### config.mk
export PLATFORM = sky130hd
export DESIGN_NAME = ascon_result_tx
export DESIGN_NICKNAME = d
export VERILOG_FILES = /design/src/rtl/ascon_pkg.sv /design/src/rtl/ascon_result_tx.sv
export SDC_FILE = /design/constraint.sdc
export NUM_CORES = 2
export LEC_CHECK = 0
export BUFFER_PORTS_ARGS = -buffer_cell sky130_fd_sc_hd__buf_2
export CORE_AREA = 2 2 264 266
export DETAILED_ROUTE_END_ITERATION = 7
export DIE_AREA = 0 0 266 268
export SLEW_MARGIN = 10
export SYNTH_ARGS = -nofsm -noshare
export SYNTH_HDL_FRONTEND = slang
export SYNTH_SLANG_ARGS = --single-unit
### constraint.sdc
create_clock -name clk -period 5.1 [get_ports clk]
set_clock_uncertainty 0.2 [all_clocks]
set_input_delay 0.765 -clock clk [delete_from_list [all_inputs] [get_ports clk]]
set_output_delay 0.765 -clock clk [all_outputs]
set_load 0.01 [all_outputs]
### src/rtl/ascon_pkg.sv
// Shared ASCON-AEAD128 widths, derived word counts and the result-return FSM encoding.
package ascon_pkg;

  localparam int ASCON_WORD_W = 32;
  localparam int ASCON_CT_W   = 384;
  localparam int ASCON_PT_W   = 256;
  localparam int ASCON_TAG_W  = 128;

  localparam int NW_CT = ASCON_CT_W / ASCON_WORD_W;
  localparam int NW_PT = ASCON_PT_W / ASCON_WORD_W;

  typedef enum logic {
    IDLE = 1'b0,
    SEND = 1'b1
  } tx_state_e;

endpackage

### src/rtl/ascon_result_tx.sv
// Captures the ASCON ciphertext+tag (and optionally plaintext) result and streams it
// MSB-first as WORD_W words over valid/ready; flags auth failure and result overrun.
module ascon_result_tx
  import ascon_pkg::*;
#(
  parameter int WORD_W  = ASCON_WORD_W,
  parameter int CT_W    = ASCON_CT_W,
  parameter int PT_W    = ASCON_PT_W,
  parameter int SEND_PT = 1
) (
  input  logic              clk,
  input  logic              rst,
  input  logic              res_valid,
  input  logic [CT_W-1:0]   ct_in,
  input  logic [PT_W-1:0]   pt_in,
  input  logic              clr_status,
  output logic [WORD_W-1:0] out_data,
  output logic              out_valid,
  input  logic              out_ready,
  output logic              out_last,
  output logic              busy,
  output logic              done,
  output logic              auth_fail,
  output logic              overrun
);

  localparam int NWC  = CT_W / WORD_W;
  localparam int NWP  = PT_W / WORD_W;
  localparam int NW   = NWC + ((SEND_PT != 0) ? NWP : 0);
  localparam int FR_W = NW * WORD_W;
  localparam int IW   = $clog2(FR_W);

  tx_state_e       state_q, state_d;
  logic [4:0]      idx_q, idx_d;
  logic [FR_W-1:0] frame_q, frame_d, frame_cap;
  logic            auth_fail_q, auth_fail_d;
  logic            overrun_q, overrun_d;
  logic            done_q, done_d;
  logic            ov_set;
  logic            xfer;
  logic            at_last;
  logic [IW-1:0]   base;

  // One shadow holds the whole outgoing frame, so word selection is one part-select.
  if (SEND_PT != 0) begin : g_ct_pt
    assign frame_cap = {ct_in, pt_in};
  end else begin : g_ct_only
    assign frame_cap = ct_in;
  end

  assign at_last = (idx_q == 5'(NW - 1));
  assign xfer    = (state_q == SEND) && out_ready;

  always_comb begin
    state_d     = state_q;
    idx_d       = idx_q;
    frame_d     = frame_q;
    auth_fail_d = auth_fail_q;
    done_d      = 1'b0;
    ov_set      = 1'b0;
    case (state_q)
      IDLE: begin
        if (res_valid) begin
          frame_d     = frame_cap;
          auth_fail_d = &pt_in;
          idx_d       = 5'd0;
          state_d     = SEND;
        end
      end
      SEND: begin
        // A result arriving mid-frame (even on the final handshake) is dropped.
        ov_set = res_valid;
        if (xfer) begin
          if (at_last) begin
            state_d = IDLE;
            idx_d   = 5'd0;
            done_d  = 1'b1;
          end else begin
            idx_d = idx_q + 5'd1;
          end
        end
      end
      default: state_d = IDLE;
    endcase
    overrun_d = ov_set ? 1'b1 : (clr_status ? 1'b0 : overrun_q);
  end

  always_ff @(posedge clk) begin
    if (rst) begin
      state_q     <= IDLE;
      idx_q       <= 5'd0;
      frame_q     <= '0;
      auth_fail_q <= 1'b0;
      overrun_q   <= 1'b0;
      done_q      <= 1'b0;
    end else begin
      state_q     <= state_d;
      idx_q       <= idx_d;
      frame_q     <= frame_d;
      auth_fail_q <= auth_fail_d;
      overrun_q   <= overrun_d;
      done_q      <= done_d;
    end
  end

  always_comb begin
    base = IW'(FR_W - WORD_W - int'(idx_q) * WORD_W);
  end

  assign out_valid = (state_q == SEND);
  assign busy      = (state_q == SEND);
  assign out_data  = out_valid ? frame_q[base +: WORD_W] : '0;
  assign out_last  = out_valid && at_last;
  assign done      = done_q;
  assign auth_fail = auth_fail_q;
  assign overrun   = overrun_q;

endmodule

==> impl_metrics.tcl <==
set metrics [dict create \
    htree_levels 3 \
    period_minus_slack_ns 4.24 \
    outcome "complete, no violations" \
    yosysMostFrequentCell "nand2_1" \
    drive_gt1_frac 0.268 \
    yosysWarnings 0 \
    slew_headroom 0.166 \
    required_ns 4.14 \
    setup_violations 0 \
    io_buffers 682 \
    drt_iter0_drc 3852 \
    cp-end-kind "primary output" \
    max_freq_mhz 236 \
    p_sw_frac 0.278 \
    wl_per_cell_um 29.3 \
    clockPowerShare 0.420 \
    vias_per_cell 5.81 \
    comb_power_share 0.121 \
    grt_pass1_vias 25667 \
    synth_top_cells_by_area "dfxtp_1 47%, nand2_1 17%, mux4_2 16%" \
    syn_avg_cell_area_um2 8.50 \
    first_pass_iters 8 \
    grt_max_degree 215 \
    clkTransAtPathRegs_ns 0.06 \
    criticalPathCategory "flop to primary output" \
    synth_fp_nets 3906 \
    hold_class "input port to flop" \
    clock-root-buffer "clkbuf_16" \
    syn_to_final_growth_pct 22.8 \
    dp_cells 4589 \
    fp.dieW_um 266 \
    drc 0 \
    clk_latency_ns 0.62 \
    core_um2 68200 \
    synth_ff_type "dfxtp_1" \
    synth-simple-area-share 0.198 \
    final.setup.tns_ns 0 \
    internal-power_mw 9.11 \
    cts_buffers 71 \
    drv_slew 0 \
    synth_top_area_cell "dfxtp_1" \
    routabilityCongestion 1.10 \
    worst_setup_path_start_kind "flop" \
    fin_crit_sh 0.831 \
    p_seq_frac 0.459 \
    cp_max_fo 51 \
    die_area_um2 71300 \
    path_common_cell "mux4_2" \
    power_density_nw_per_um2 371 \
    worst_pin_slew_ns 1.25 \
    cts.path.max_buffers 3 \
    synthArstFlopShare 0 \
    synth_top_family_by_area "simple AND/OR/NAND/NOR gates" \
    ys_seq_area_frac 0.469 \
    synth_area_um2 27700 \
    synth_compound_area_frac 0.126 \
    fin_nets 4428 \
    start_util 0.406 \
    synthCells 3258 \
    power.leakage_nw 13.3 \
    gr-total-overflow 0 \
    power_mw 12.6 \
    clock_sinks 649 \
    yosys-mux-area-fraction 0.156 \
    critPathBufInv 3 \
    num_io_pins 683 \
    cts_hold_buf 0 \
    rsz0062_at_grt "false" \
    grt_use_total 0.379 \
    stdcell_area_um2 34000 \
    antenna_found_initial 25 \
    final_cells 4735 \
    max_stage_delay_ns 0.62 \
    synth-xor-area-share 0.000316 \
    cap_viol_max_count 0 \
    crit_family "multiplexers" \
    cp_slowest_cell "dfxtp_4" \
    place_area_um2 31600 \
    synth_cell_type_count 35 \
    synth_edf_count 0 \
    synthTopCellsByCount "1286 x nand2_1, 649 x dfxtp_1, 647 x a21oi_1, 217 x clkbuf_1, 191 x mux4_2" \
    hpwl_um 111000 \
    cts_tree "built" \
    synth_fa_ha_area_frac 0.00136 \
    peakVddDrop_mv 0.219 \
    final_hold_viol_count 0 \
    ant_nets 0 \
    power_switching_mw 3.51 \
    path_cells "buf_12 > mux4_2 > mux4_2 > inv_1 > o22ai_1 > buf_2" \
    synth_top_area_frac 0.469 \
    synth-seq-cells 649 \
    dieHeight_um 268 \
    num_vias 27522 \
    drt-total-wl_um 139000 \
    cts.repair.resized 0 \
    grt_pass1_wl_um 189000 \
    cp.arrival_ns 3.27 \
    cts_setup_buffers 0 \
    std_cell_rows 96 \
]
[worst register-to-register path, cell delays in order (launching register included)]
cell and delay [ns]:
dfxtp_1 0.78, inv_2 0.11, nand2_4 0.59, buf_4 0.70, nand2_1 0.15, a21oi_1 0.20
[power groups by stage]
stage	sequential (mW)	clock (mW)	combinational, mW
after floorplan	5.59	0	0.867
after global placement	5.88	0	1.48
after detailed placement	5.86	0	1.49
final	5.79	5.30	1.52
after global routing	5.78	5.52	1.64
after CTS	5.75	5.33	1.50
[path summary, 6_finish.rpt]
check	start	end	slack (ns)	depth (start not counted)
hold / removal	ct_in[219]	frame_q[475]	0.18	3
hold reg to reg	frame_q[578]	frame_q[578]	0.25	2
setup reg to reg	busy	frame_q[69]	2.30	5
setup / recovery	idx_q[0]	out_data[11]	0.86	6
[cell type report]
cell class / count / area (um^2)
antenna: 16 / 40.0
clock buffer: 112 / 2250
clock inverter: 18 / 159
fill: 6679 / 34200
inverter: 67 / 251
multi-input combinational: 2275 / 13400
sequential: 649 / 13000
tap: 882 / 1100
timing repair buffer: 716 / 3850
[cells in the final DEF (no fill, tap or decap), drive strengths merged, types with 2 or more instances in the layout]
cell	instances
clkbuf	112
o22ai	32
o21ai	4
nor2	8
nor4	15
or2	2
nor3	2
nand3	4
nand3b	2
clkinv	10
inv	70
buf	716
mux4	192
nand4	65
clkinvlp	3
a21oi	647
nor2b	2
nand2	1286
ha	3
dfxtp	649
bufinv	2
diode	16
nand4b	2
[flip-flops by register name, indices dropped and copies added (netlist names)]
| signal | count |
|---|---|
| frame_q | 640 |
| idx_q | 5 |
| auth_fail | 1 |
| busy | 1 |
| done | 1 |
| overrun | 1 |
[per-layer routing]
metal,track usage,share of wire
met5,0,0.00074
met4,0.249,0.072
met3,0.110,0.11
met2,0.570,0.44
met1,0.475,0.38
[metrics by stage]
| step | hold WS [ns] | setup WS [ns] | util |
|---|---|---|---|
| final | 0.180 | 0.863 | 0.498 |
| after global routing | 0.174 | 0.763 | 0.498 |
| after CTS | 0.156 | 0.848 | 0.498 |
| after detailed placement | 0.245 | 1.52 | 0.463 |
| after global placement | 0.239 | 1.53 | 0.463 |
| after floorplan | 0.232 | 1.94 | - |
[kinds of logic after synthesis]
kind of cell             Yosys count
AO/OA/AOI/OAI                    685
XOR/XNOR                           1
adder cells (fa/ha/maj)            3
buffers and inverters            334
flip-flops                       649
multiplexers                     192
AND/OR/NAND/NOR                 1394
Note: power is estimated with default switching activity, not from simulation.
